===== config.mk =====
export PLATFORM = sky130hd
export DESIGN_NAME = led_pulse_driver_flat
export DESIGN_NICKNAME = d
export VERILOG_FILES = /design/src/rtl/led_pulse_driver_if.sv /design/src/rtl/led_pulse_driver.sv /design/src/flat_wrapper.sv
export SDC_FILE = /design/constraint.sdc
export NUM_CORES = 1
export LEC_CHECK = 0
export CAP_MARGIN = 20
export CELL_PAD_IN_SITES_DETAIL_PLACEMENT = 1
export CELL_PAD_IN_SITES_GLOBAL_PLACEMENT = 1
export CORE_ASPECT_RATIO = 0.9
export CORE_MARGIN = 2
export CORE_UTILIZATION = 30
export CTS_CLUSTER_DIAMETER = 40
export DETAILED_ROUTE_END_ITERATION = 8
export MAX_ROUTING_LAYER = met4
export PLACE_DENSITY_LB_ADDON = 0.1
export SYNTH_ARGS = -nofsm -noshare
export SYNTH_HDL_FRONTEND = slang
export SYNTH_SLANG_ARGS = --single-unit

===== constraint.sdc =====
create_clock -name c50M -period 5.01 [get_ports c50M]
set_clock_uncertainty 0.05 [all_clocks]
set_input_delay 0.501 -clock c50M [delete_from_list [all_inputs] [get_ports c50M]]
set_output_delay 0.501 -clock c50M [all_outputs]
set_load 0.02 [all_outputs]

===== src/rtl/led_pulse_driver_if.sv =====
// Bundle of the event/indicator signals between control logic and the LED driver.
// The slave modport is the driver side; the master modport is the control side.
interface led_pulse_driver_if #(
  parameter int PEND_W = 4
);
  logic              Event;
  logic              Hold;
  logic              LedOut;
  logic              Busy;
  logic [PEND_W-1:0] Pending;
  logic              Overflow;

  modport master (
    output Event,
    output Hold,
    input  LedOut,
    input  Busy,
    input  Pending,
    input  Overflow
  );

  modport slave (
    input  Event,
    input  Hold,
    output LedOut,
    output Busy,
    output Pending,
    output Overflow
  );
endinterface


===== src/rtl/led_pulse_driver.sv =====
// LED pulse driver: turns single-cycle event strobes into visible blinks with a
// guaranteed on-time and off-gap. Strobes arriving mid-blink queue up in a
// saturating pending counter; a sticky flag records any strobe dropped at
// saturation. Hold forces the LED on without disturbing blink timing.
module led_pulse_driver #(
  parameter int ON_CYCLES  = 5_000_000,
  parameter int OFF_CYCLES = 5_000_000,
  parameter int CNT_W      = 23,
  parameter int PEND_W     = 4
) (
  input  logic                c50M,
  input  logic                Reset,
  led_pulse_driver_if.slave   io
);

  typedef enum logic [1:0] {
    IDLE = 2'd0,
    ON   = 2'd1,
    GAP  = 2'd2
  } state_t;

  localparam logic [CNT_W-1:0]  ON_LOAD  = CNT_W'(ON_CYCLES - 1);
  localparam logic [CNT_W-1:0]  OFF_LOAD = CNT_W'(OFF_CYCLES - 1);
  localparam logic [PEND_W-1:0] PEND_MAX = '1;

  state_t            state, state_nxt;
  logic [CNT_W-1:0]  timer, timer_nxt;
  logic [PEND_W-1:0] pend, pend_nxt;
  logic              ovf, ovf_nxt;
  logic              led, led_nxt;
  logic              busy;
  logic              consume;

  // State register plus timer, queue, overflow flag and registered LED drive.
  always_ff @(posedge c50M) begin
    if (Reset) begin
      state <= IDLE;
      timer <= '0;
      pend  <= '0;
      ovf   <= 1'b0;
      led   <= 1'b0;
    end else begin
      state <= state_nxt;
      timer <= timer_nxt;
      pend  <= pend_nxt;
      ovf   <= ovf_nxt;
      led   <= led_nxt;
    end
  end

  // Next-state, timer reload/decrement and pending-queue bookkeeping.
  always_comb begin
    state_nxt = state;
    timer_nxt = timer;
    consume   = 1'b0;
    pend_nxt  = pend;
    ovf_nxt   = ovf;

    case (state)
      IDLE: begin
        if (pend != '0) begin
          state_nxt = ON;
          timer_nxt = ON_LOAD;
          consume   = 1'b1;
        end
      end
      ON: begin
        if (timer == '0) begin
          state_nxt = GAP;
          timer_nxt = OFF_LOAD;
        end else begin
          timer_nxt = timer - 1'b1;
        end
      end
      GAP: begin
        if (timer != '0) begin
          timer_nxt = timer - 1'b1;
        end else if (pend != '0) begin
          state_nxt = ON;
          timer_nxt = ON_LOAD;
          consume   = 1'b1;
        end else begin
          state_nxt = IDLE;
        end
      end
      default: begin
        state_nxt = IDLE;
        timer_nxt = '0;
      end
    endcase

    // A strobe and a consume on the same edge cancel; a strobe at saturation
    // with nothing consumed is dropped and flagged.
    case ({io.Event, consume})
      2'b10: begin
        if (pend == PEND_MAX) ovf_nxt  = 1'b1;
        else                  pend_nxt = pend + 1'b1;
      end
      2'b01:   pend_nxt = pend - 1'b1;
      default: pend_nxt = pend;
    endcase
  end

  // Output decode: LED follows the upcoming state (or Hold); Busy from state register.
  always_comb begin
    led_nxt = io.Hold | (state_nxt == ON);
    busy    = (state != IDLE);
  end

  assign io.LedOut   = led;
  assign io.Busy     = busy;
  assign io.Pending  = pend;
  assign io.Overflow = ovf;

endmodule


===== src/flat_wrapper.sv =====
// flat-port wrapper written by rule: the top's interface ports become plain ports
module led_pulse_driver_flat 
#(
  parameter int ON_CYCLES  = 5_000_000,
  parameter int OFF_CYCLES = 5_000_000,
  parameter int CNT_W      = 23,
  parameter int PEND_W     = 4
)
  (c50M, Reset, io_Event, io_Hold, io_LedOut, io_Busy, io_Pending, io_Overflow);
  led_pulse_driver_if #(.PEND_W(PEND_W)) io_i ();
  input  logic c50M;
  input  logic Reset;
  input wire logic [$bits(io_i.Event)-1:0] io_Event;
  input wire logic [$bits(io_i.Hold)-1:0] io_Hold;
  output wire logic [$bits(io_i.LedOut)-1:0] io_LedOut;
  output wire logic [$bits(io_i.Busy)-1:0] io_Busy;
  output wire logic [$bits(io_i.Pending)-1:0] io_Pending;
  output wire logic [$bits(io_i.Overflow)-1:0] io_Overflow;
  assign io_i.Event = io_Event;
  assign io_i.Hold = io_Hold;
  assign io_LedOut = io_i.LedOut;
  assign io_Busy = io_i.Busy;
  assign io_Pending = io_i.Pending;
  assign io_Overflow = io_i.Overflow;
  led_pulse_driver #(.ON_CYCLES(ON_CYCLES), .OFF_CYCLES(OFF_CYCLES), .CNT_W(CNT_W), .PEND_W(PEND_W)) u_core (.c50M(c50M), .Reset(Reset), .io(io_i));
endmodule

==> metrics.md, run 1 <==
| Metric | Value |
|---|---|
| Non-Filler Instances | 300 |
| Worst vdd ir | between 0.2 and 0.25 mV |
| Main synth FF type | dfxtp_1 |
| Worst-case clock buffer depth | 2 |
| Post-Syn Instances | 222 |
| Endpoints failing setup | 0 |
| Post-synth net total | ~230 |
| Crit path buf inv count | 1 |
| Flops & latches, synth | 31 |
| Setup bufs post-CTS | 0 |
| Most used cell, CP | ha_1 |
| DP Cell Count | 292 |
| Clk sinks | 31 |
| Vias | 1709 |
| Critical path class | flip-flop to flip-flop |
| Total Wirelength | roughly 5300 um |
| Filler cells | 686 |
| Worst hold slack | ~0.43 ns |
| CP Data Required Time | about 5.1 ns |
| DRT antenna net count | 0 |
| RSZ-0062 raised after global routing | false |
| Total global-route track usage | between 10% and 20% |
| Synth area leaders | dfxtp_1 35%, nor2_1 6.0%, o21ai_0 6.0% |
| Measured slew at the worst slew-check pin | between 0.9 and 1 ns |
| Hold crit path type | flip-flop to flip-flop |
| Iteration-0 DRC Markers | ~110 |
| Power per cell area | between 600 and 700 nW/um^2 |
| TNS Setup | 0 ns |
| Post-cts repair resize count | 0 |
| Max-slew headroom | 38.2% |
| Die width | 84.8 um |
| Final #Nets | between 200 and 250 |
| Vias per cell | about 5.7 |
| Ant. Diodes | 0 |
| Max Fclk | 316 MHz |
| Cts bufs inserted | 5 |
| DRC | 0 |
| # rows | 26 |
| Critical path arrival | 3.29 ns |
| Yosys top cell area share | between 30% and 40% |
| TritonRoute pass-1 iters | 4 |
| DR WL/cell | 17.7 um |
| Most frequent cell after synthesis | dfxtp_1 |
| LEAKAGE | approximately 0.73 nW |
| Unique cell type count in the Yosys netlist | between 40 and 50 |
| CP Cell Sequence | inv_1 -> ha_1 -> nor4b_2 -> and2_1 -> and4_1 -> o21ai_4 -> nor2_1 -> xor2_1 -> ha_1 -> and3_1 -> mux2i_1 -> mux2_2 |
| Hold buffers post-CTS | 0 |
| Die ar. | approximately 6500 um^2 |
| Yosys warns | 0 |
| Global-route wire length before repair | just under 9000 um |
| Largest net degree at the start of global routing | 17 |
| Routability cong. | around 0.84 |
| # Max-Cap Violations | 0 |
| Largest stage delay, worst path | approximately 0.41 ns |
| Number of top-level design ports | 11 |
| Syn_area_per_cell | slightly below 8 um^2 |
| Root buf cell | clkbuf_8 |
| Synthesis-to-finish area growth | 14.6% |
| Multi-input combinational cell area | between 1000 and 1500 um^2 |
| Grt total ovfl | 0 |
| Buffers on Ports | 10 |
| Fin crit period | between 3 and 4 ns |
| TritonCTS clock tree | done |
| Crit path max-delay family | simple AND/OR/NAND/NOR gates |
| Clock Latency Late Sink | slightly below 0.3 ns |
| Asr flop ratio synth | 0% |
| Post-synthesis sequential area ratio | approximately a third |
| Layout cell share with drive strength beyond 1 | 10.0% |
| Initial Util | ~31% |
| Fin crit share | between 60% and 70% |
| Commonest cells post-synth | 31 x dfxtp_1, 28 x nor2_1, 21 x o21ai_0, 17 x a21oi_1, 15 x nand2_1 |
| CORE AREA | roughly 5700 um^2 |
| Cell taking the most area after synthesis | dfxtp_1 |
| Design Area, Final | around 2000 um^2 |
| Post-DP HPWL | 3890 um |
| H-Tree Depth | 2 |
| Synth Cell Area | ~1800 um^2 |
| Vias in the first global route | roughly 1700 |
| Register area | 621 um^2 |
| Max-slew violations | 0 |
| Hold Violations, Final | 0 |
| Placed cell areas | between 1500 and 2000 um^2 |
| Slowest CP cell | and4_1 |
| Status | complete, no violations |
| CP Capture Type | flip-flop |
| Worst-path fanout max | 7 |
| Initial antenna violation count | 0 |
| Startpoint types | flip-flop |
| Number of flops mapped to enable cells by yosys | 0 |
| CTS clk-pin slew, worst paths | 0.07 ns |
| Die H | about 77 um |
sequential cells by signal, summed over array words and instances (netlist names):
| name | count |
|---|---|
| u_core.io.Overflow | 1 |
| u_core.io.LedOut | 1 |
| u_core.io.Pending | 4 |
| u_core.timer | 23 |
| u_core.state | 2 |
metal layers:
| metal | track usage [%] | up-vias | part of all wire (%) |
|---|---|---|---|
| met1 | 24.0 | 841 | 51 |
| met5 | - | - | 0 |
| li1 | - | 847 | - |
| met2 | 25.7 | 15 | 45 |
| met4 | 5.87 | 0 | 1.5 |
| met3 | 3.34 | 6 | 2.5 |
layout by cell type, fill, tap and decap left out, types with 3 or more instances in the layout:
cell type	netlist	layout
a31oi_1	11	11
clkbuf_8	0	6
clkdlybuf4s50_1	0	10
nor2b_1	5	5
o21ai_0	21	21
nor4_1	8	8
dfxtp_1	31	31
inv_1	5	5
nand3_1	4	4
nand2b_1	4	4
nor3_1	8	8
a21oi_1	17	17
nand4_1	3	3
o31ai_1	5	5
nand2_1	15	15
nor2_1	28	28
a311oi_1	9	9
stage by stage:
stage	utilization (%)	setup slack [ns]	power [W]
global placement	33.4	2.01	0.00110
detailed placement	33.4	1.86	0.00114
finish	35.5	1.85	0.00139
floorplan	-	2.39	0.000920
CTS	35.5	1.82	0.00141
global route	35.5	1.61	0.00151
layout make-up:
| type | count | share of cell area [%] |
|---|---|---|
| Multi-Input combinational cell | 175 | 52.9 |
| Sequential cell | 31 | 30.7 |
| Timing Repair Buffer | 11 | 5.33 |
| Tap cell | 70 | 4.33 |
| Clock buffer | 6 | 4.09 |
| Clock inverter | 2 | 1.73 |
| Inverter | 5 | 0.929 |
cell families (layout without fill, tap and decap cells):
group,after synthesis,in the layout,share of synthesized area [%]
adders and majority gates,2,2,1.42
muxes,5,5,3.48
buffers and inverters,16,24,4.19
xor gates and xnor gates,2,2,0.994
AOI/OAI and AO/OA,75,75,27.3
and+or+nand+nor,91,91,27.4
DFF,31,31,35.2
where the power goes:
group | switching, W | leakage (nW) | internal, W
sequential | 0.000124 | 0.255 | 0.000321
clock | 0.000102 | 0.0612 | 0.000161
combinational | 0.000423 | 0.412 | 0.000264
worst paths after layout:
check        cells after the start                   startpoint  slack (ns)                                 to
max                             12   u_core.timer[0]$_SDFF_PP0_        1.85  u_core.io.Pending[2]$_SDFFE_PP0P_
min                              1  u_core.timer[20]$_SDFF_PP0_        0.43        u_core.timer[20]$_SDFF_PP0_
max reg2reg                     12   u_core.timer[0]$_SDFF_PP0_        1.85  u_core.io.Pending[2]$_SDFFE_PP0P_
min reg2reg                      1  u_core.timer[20]$_SDFF_PP0_        0.43        u_core.timer[20]$_SDFF_PP0_
No activity file was read; power rests on OpenSTA's default activity.
==> run 2: changes to the inputs <==
==> constraint.sdc (replaced) <==
create_clock -name c50M -period 2.8 [get_ports c50M]
set_clock_uncertainty 0.05 [all_clocks]
set_input_delay 0.28 -clock c50M [delete_from_list [all_inputs] [get_ports c50M]]
set_output_delay 0.28 -clock c50M [all_outputs]
set_load 0.02 [all_outputs]
==> run 2 against run 1 <==
Compared with the run above: first-iteration DRC count down 35%; hold slack worse by 0.0013 ns; clock power grew 25%; critical endpoint unchanged.
==> metrics.md, run 2 (synthesis results as in run 1) <==
| Metric | Value |
|---|---|
| Status | complete, no violations (unchanged) |
| Routability cong. | 0.792 (was 0.841) |
| Total Wirelength | 5450 um (was 5320 um) |
| CP Cell Sequence | or4_4 -> nor2_2 -> and4_2 -> o21ai_4 -> nor2_2 -> xor2_1 -> ha_1 -> and3_1 -> mux2i_1 -> mux2_2 (was inv_1 -> ha_1 -> nor4b_2 -> and2_1 -> and4_1 -> o21ai_4 -> nor2_1 -> xor2_1 -> ha_1 -> and3_1 -> mux2i_1 -> mux2_2) |
| TritonRoute pass-1 iters | 4 (unchanged) |
| Critical hold path startpoint | u_core.timer[7]$_SDFF_PP0_ (was u_core.timer[20]$_SDFF_PP0_) |
| H-Tree Depth | 2 (unchanged) |
| Slowest CP cell | or4_4 (was and4_1) |
| Comb power frac | 55.3% (was 49.3%) |
| # Max-Cap Violations | 0 (unchanged) |
| RSZ-0062 raised after global routing | false (unchanged) |
| Layout cell share with drive strength beyond 1 | 14.6% (was 10.0%) |
| Worst vdd ir | 0.389 mV (was 0.234 mV) |
| Clock power frac | 13.4% (was 18.8%) |
| Largest Register | u_core.timer (unchanged) |
| GRT met1 Usage | 24.3% (was 24.0%) |
| GR Util met2 | 28.2% (was 25.7%) |
| Crit path max-delay family | simple AND/OR/NAND/NOR gates (unchanged) |
| Critical path class | flip-flop to flip-flop (unchanged) |
| Initial Util | 31.0% (unchanged) |
| GRT met3 Usage | 3.23% (was 3.34%) |
| Largest stage delay, worst path | 0.58 ns (was 0.41 ns) |
| Int Power | 0.00130 W (was 0.000745 W) |
| Synthesis-to-finish area growth | 17.6% (was 14.6%) |
| Worst-path fanout max | 7 (unchanged) |
| Max-slew violations | 0 (unchanged) |
| Ant. Diodes | 0 (unchanged) |
| LEAKAGE | 0.765 nW (was 0.729 nW) |
| Total global-route track usage | 18.3% (was 17.5%) |
| DRC | 0 (unchanged) |
| Largest net degree at the start of global routing | 17 (unchanged) |
| Endpoints failing setup | 0 (unchanged) |
| Final worst slack | 0.145 ns (was 1.85 ns) |
| Power per cell area | 1190 nW/um^2 (was 690 nW/um^2) |
| Worst hold slack | 0.425 ns (was 0.427 ns) |
| TNS Setup | 0 ns (unchanged) |
| Clk sinks | 31 (unchanged) |
| Die H | 76.7 um (unchanged) |
| Iteration-0 DRC Markers | 68 (was 105) |
| Max-slew headroom | 52.8% (was 38.2%) |
| Startpoint types | flip-flop (unchanged) |
| Crit path buf inv count | 0 (was 1) |
| TritonCTS clock tree | done (unchanged) |
| Measured slew at the worst slew-check pin | 0.702 ns (was 0.926 ns) |
| RR Startpoint | u_core.timer[17]$_SDFF_PP0_ (was u_core.timer[0]$_SDFF_PP0_) |
| CTS clk-pin slew, worst paths | 0.06 ns (was 0.07 ns) |
| Hold crit path type | flip-flop to flip-flop (unchanged) |
| Worst-case clock buffer depth | 2 (unchanged) |
| CORE AREA | 5690 um^2 (unchanged) |
| Cts bufs inserted | 5 (unchanged) |
| Post-DP HPWL | 4030 um (was 3890 um) |
| Die width | 84.8 um (unchanged) |
| Initial antenna violation count | 0 (unchanged) |
| Most common cell after layout, fill and taps aside | dfxtp_1 (unchanged) |
| # rows | 26 (unchanged) |
| Fin crit period | 2.65 ns (was 3.16 ns) |
| Commonest cells after routing, fill and taps aside | 29 x dfxtp_1, 27 x nor2_1, 21 x o21ai_0 (was 31 x dfxtp_1, 28 x nor2_1, 21 x o21ai_0) |
| Vias | 1772 (was 1709) |
| Global-route wire length before repair | 9190 um (was 8800 um) |
| Buffers on Ports | 10 (unchanged) |
| Switching Power | 0.00116 W (was 0.000649 W) |
| Vias in the first global route | 1772 (was 1678) |
| Max FFs per register | 23 (unchanged) |
| Fin crit share | 94.8% (was 63.1%) |
| Seq pwr share | 31.3% (was 31.9%) |
| Switching part of the total | 47.3% (was 46.5%) |
| Critical path arrival | 2.79 ns (was 3.29 ns) |
| Max Fclk | 377 MHz (was 316 MHz) |
| Number of top-level design ports | 11 (unchanged) |
| Root buf cell | clkbuf_8 (unchanged) |
| DR WL/cell | 17.6 um (was 17.7 um) |
| Pre-CTS setup slack | 0.0935 ns (was 1.86 ns) |
| Die ar. | 6510 um^2 (unchanged) |
| Crit. Startpoint | u_core.timer[17]$_SDFF_PP0_ (was u_core.timer[0]$_SDFF_PP0_) |
| Hold Violations, Final | 0 (unchanged) |
| CP Data Required Time | 2.93 ns (was 5.13 ns) |
| Final #Nets | 246 (was 235) |
| CP Capture Type | flip-flop (unchanged) |
| Most Crowded Layer GR | met2 (unchanged) |
| DRT antenna net count | 0 (unchanged) |
| Grt total ovfl | 0 (unchanged) |
| Most used cell, CP | nor2_2 (was ha_1) |
| Finished Core Util | 36.4% (was 35.5%) |
| Vias per cell | 5.73 (was 5.70) |
| Clock Latency Late Sink | 0.29 ns (about the same) |
run 2: final timing paths:
| path | end | slack, ns | cells after the start |
|---|---|---|---|
| max | u_core.io.Pending[2]$_SDFFE_PP0P_ | 0.15 | 10 |
| max reg2reg | u_core.io.Pending[2]$_SDFFE_PP0P_ | 0.15 | 10 |
| min reg2reg | u_core.timer[7]$_SDFF_PP0_ | 0.43 | 1 |
| min | u_core.timer[7]$_SDFF_PP0_ | 0.43 | 1 |
run 2: layout make-up:
| class | instances | area, um^2 |
|---|---|---|
| inverter | 5 | 18.8 |
| clock buffer | 6 | 72.6 |
| multi-input combinational | 175 | 1080 |
| fill | 698 | 3620 |
| timing repair buffer | 22 | 190 |
| tap | 70 | 87.6 |
| sequential | 31 | 623 |
run 2: power groups by stage:
stage	registers, W	clock network, W	logic (W)
after detailed placement	0.000766	0	0.00136
after global routing	0.000800	0.000362	0.00151
after floorplan	0.000727	0	0.000919
after CTS	0.000761	0.000340	0.00137
after global placement	0.000751	0	0.00130
final	0.000769	0.000330	0.00136
run 2: repair_timing:
| action | 4_1_cts | 5_1_grt |
|---|---|---|
| setup endpoints to repair | 0 | 1 |
| gates resized for setup | 0 | 5 |
| setup buffers | 0 | 0 |
| hold buffers | 0 | 0 |
run 2: metal layers:
metal	up-vias	wire, um
li1	867	-
met1	884	2700
met2	13	2550
met3	8	122
met4	0	78
met5	-	0
run 2: metrics by stage:
stage | total power (W) | instances | area, um^2
floorplan | 0.00165 | 222 | 1760
global placement | 0.00205 | 303 | 1990
detailed placement | 0.00212 | 303 | 1990
CTS | 0.00247 | 309 | 2060
global route | 0.00267 | 309 | 2070
finish | 0.00246 | 309 | 2070
==> run 3: changes to the inputs <==
--- a/config.mk
+++ b/config.mk
@@ -9,7 +9,6 @@
 export CELL_PAD_IN_SITES_DETAIL_PLACEMENT = 1
 export CELL_PAD_IN_SITES_GLOBAL_PLACEMENT = 1
 export CORE_ASPECT_RATIO = 0.9
-export CORE_MARGIN = 2
 export CORE_UTILIZATION = 30
 export CTS_CLUSTER_DIAMETER = 40
 export DETAILED_ROUTE_END_ITERATION = 8
==> run 3 against run 2 <==
Compared with the run above: sequential power is 4.6% lower; clock power is 39% higher; clock-buffer cell count stayed put; first-iteration DRC count is 2.9% lower.
==> metrics.md, run 3 (synthesis results as in run 1) <==
| Metric | Value |
|---|---|
| Synthesis-to-finish area growth | 21.0% (was 17.6%) |
| R2r setup slk | 0.08 ns (was 0.15 ns) |
| Worst-case clock buffer depth | 2 (unchanged) |
| Int Power | 0.00143 W (was 0.00130 W) |
| Die width | 82.8 um (was 84.8 um) |
| Root buf cell | clkbuf_8 (unchanged) |
| Endpoints failing setup | 0 (unchanged) |
| Filler cells | 685 (was 698) |
| Worst hold slack | 0.412 ns (was 0.425 ns) |
| CP Capture Type | flip-flop (unchanged) |
| TritonCTS clock tree | done (unchanged) |
| Largest net degree at the start of global routing | 17 (unchanged) |
| RSZ-0062 raised after global routing | false (unchanged) |
| Worst-path fanout max | 7 (unchanged) |
| Hold crit path type | flip-flop to flip-flop (unchanged) |
| Worst reg2reg endpoint | u_core.io.Pending[2]$_SDFFE_PP0P_ (unchanged) |
| Setup bufs post-CTS | 0 (unchanged) |
| TritonRoute pass-1 iters | 4 (unchanged) |
| Status | complete, no violations (unchanged) |
| Max-slew headroom | 53.1% (was 52.8%) |
| Clk sinks | 31 (unchanged) |
| Critical hold path startpoint | u_core.timer[20]$_SDFF_PP0_ (was u_core.timer[7]$_SDFF_PP0_) |
| Switching Power | 0.00115 W (was 0.00116 W) |
| Die H | 74.7 um (was 76.7 um) |
| CORE AREA | 5660 um^2 (was 5690 um^2) |
| # rows | 26 (unchanged) |
| Critical path arrival | 2.84 ns (was 2.79 ns) |
| DR WL/cell | 16.3 um (was 17.6 um) |
| Max FFs per register | 23 (unchanged) |
| DRT antenna net count | 0 (unchanged) |
| CTS clk-pin slew, worst paths | 0.06 ns (about the same) |
| Clock Latency Late Sink | 0.28 ns (was 0.29 ns) |
| Most common cell after layout, fill and taps aside | dfxtp_1 (unchanged) |
| Vias per cell | 5.43 (was 5.73) |
| Routability cong. | 0.726 (was 0.792) |
| Power per cell area | 1210 nW/um^2 (was 1190 nW/um^2) |
| Die ar. | 6190 um^2 (was 6510 um^2) |
| Largest Register | u_core.timer (unchanged) |
| Buffers on Ports | 10 (unchanged) |
| Hold Violations, Final | 0 (unchanged) |
| Startpoint types | flip-flop (unchanged) |
| Switching part of the total | 44.6% (was 47.3%) |
| Layout cell share with drive strength beyond 1 | 15.5% (was 14.6%) |
| Worst hold path depth | 1 (unchanged) |
| Post-cts repair resize count | 0 (unchanged) |
| Measured slew at the worst slew-check pin | 0.697 ns (was 0.702 ns) |
| Number of top-level design ports | 11 (unchanged) |
| Ant. Diodes | 0 (unchanged) |
| Finished Core Util | 37.7% (was 36.4%) |
| Post-DP HPWL | 3810 um (was 4030 um) |
| Total Wirelength | 5150 um (was 5450 um) |
| Clock power frac | 17.9% (was 13.4%) |
| Design Area, Final | 2130 um^2 (was 2070 um^2) |
| H-Tree Depth | 2 (unchanged) |
| Fin crit share | 97.2% (was 94.8%) |
| RR Startpoint | u_core.timer[17]$_SDFF_PP0_ (unchanged) |
| Max-slew violations | 0 (unchanged) |
| Global-route wire length before repair | 8500 um (was 9190 um) |
| Iteration-0 DRC Markers | 66 (was 68) |
| Comb power frac | 53.7% (was 55.3%) |
| Commonest cells after routing, fill and taps aside | 31 x dfxtp_1, 28 x nor2_1, 21 x o21ai_0 (was 29 x dfxtp_1, 27 x nor2_1, 21 x o21ai_0) |
| Fin crit period | 2.72 ns (was 2.65 ns) |
| Worst vdd ir | 0.452 mV (was 0.389 mV) |
| Hold EP | u_core.timer[20]$_SDFF_PP0_ (was u_core.timer[7]$_SDFF_PP0_) |
| Max Fclk | 367 MHz (was 377 MHz) |
| Critical path class | flip-flop to flip-flop (unchanged) |
| Total global-route track usage | 18.1% (was 18.3%) |
| Grt total ovfl | 0 (unchanged) |
| # Max-Cap Violations | 0 (unchanged) |
| Hold buffers post-CTS | 0 (unchanged) |
| Vias in the first global route | 1622 (was 1772) |
| Vias | 1712 (was 1772) |
| DRC | 0 (unchanged) |
| Total power | 0.00258 W (was 0.00246 W) |
| Reg2Reg Depth | 10 (unchanged) |
| Initial Util | 31.1% (was 31.0%) |
| Cts bufs inserted | 5 (unchanged) |
| Initial antenna violation count | 0 (unchanged) |
| Placed cell areas | 2020 um^2 (was 1990 um^2) |
| CP Data Required Time | 2.92 ns (was 2.93 ns) |
| TNS Setup | 0 ns (unchanged) |
| Seq pwr share | 28.5% (was 31.3%) |
| Final #Nets | 250 (was 246) |
| LEAKAGE | 0.805 nW (was 0.765 nW) |
## run 3: changes by cell type in the layout (fill, tap and decap cells not counted), sizes merged
| cell | delta |
|---|---|
| buf | +4 |
| bufinv | +1 |
| clkinv | +1 |
## run 3: metal layers
metal,GRT usage (%),part of all wire [%],vias up
li1,-,-,874
met1,26.0,58,819
met2,25.9,39,14
met3,3.62,2.3,5
met4,4.02,0.66,0
met5,-,0,-
## run 3: critical path, cell delays in order (launching register included)
cell and delay [ns]:
dfxtp_1 0.36, or4_4 0.59, nor2_2 0.15, and4_1 0.28, o21ai_4 0.09, nor2_1 0.14
xor2_1 0.09, ha_1 0.20, and3_1 0.16, mux2i_1 0.14, mux2_2 0.35
## run 3: metrics by stage
stage,cells,setup slack (ns)
after detailed placement,307,0.114
final,315,0.0774
after global routing,315,0.00659
after floorplan,222,0.182
after CTS,315,0.107
after global placement,307,0.182
## run 3: final cells by class
| cell class | count | area, um^2 | share of cell area (%) |
|---|---|---|---|
| Multi-Input combinational cell | 175 | 1070 | 50.1 |
| Sequential cell | 31 | 621 | 29.1 |
| Timing Repair Buffer | 26 | 220 | 10.3 |
| Tap cell | 70 | 87.6 | 4.11 |
| Clock buffer | 6 | 82.6 | 3.87 |
| Clock inverter | 2 | 35.0 | 1.64 |
| Inverter | 5 | 18.8 | 0.880 |
## run 3: worst max-delay path by stage
stage                                            from                                end  cells past startpoint
after floorplan            u_core.timer[0]$_SDFF_PP0_  u_core.io.Pending[2]$_SDFFE_PP0P_                     13
after detailed placement  u_core.timer[17]$_SDFF_PP0_  u_core.io.Pending[2]$_SDFFE_PP0P_                     10
after CTS                 u_core.timer[17]$_SDFF_PP0_  u_core.io.Pending[2]$_SDFFE_PP0P_                     10
final                     u_core.timer[17]$_SDFF_PP0_  u_core.io.Pending[2]$_SDFFE_PP0P_                     10
after global routing      u_core.timer[17]$_SDFF_PP0_  u_core.io.Pending[2]$_SDFFE_PP0P_                     10
after global placement    u_core.timer[17]$_SDFF_PP0_  u_core.io.Pending[2]$_SDFFE_PP0P_                     10
## run 3: power by group through the flow
stage,Combinational [W],Clock [W],Sequential [W]
2_1_floorplan,0.000919,0,0.000727
4_1_cts,0.00139,0.000482,0.000731
6_report,0.00138,0.000460,0.000734
3_3_place_gp,0.00137,0,0.000741
3_5_place_dp,0.00139,0,0.000740
5_1_grt,0.00152,0.000501,0.000759
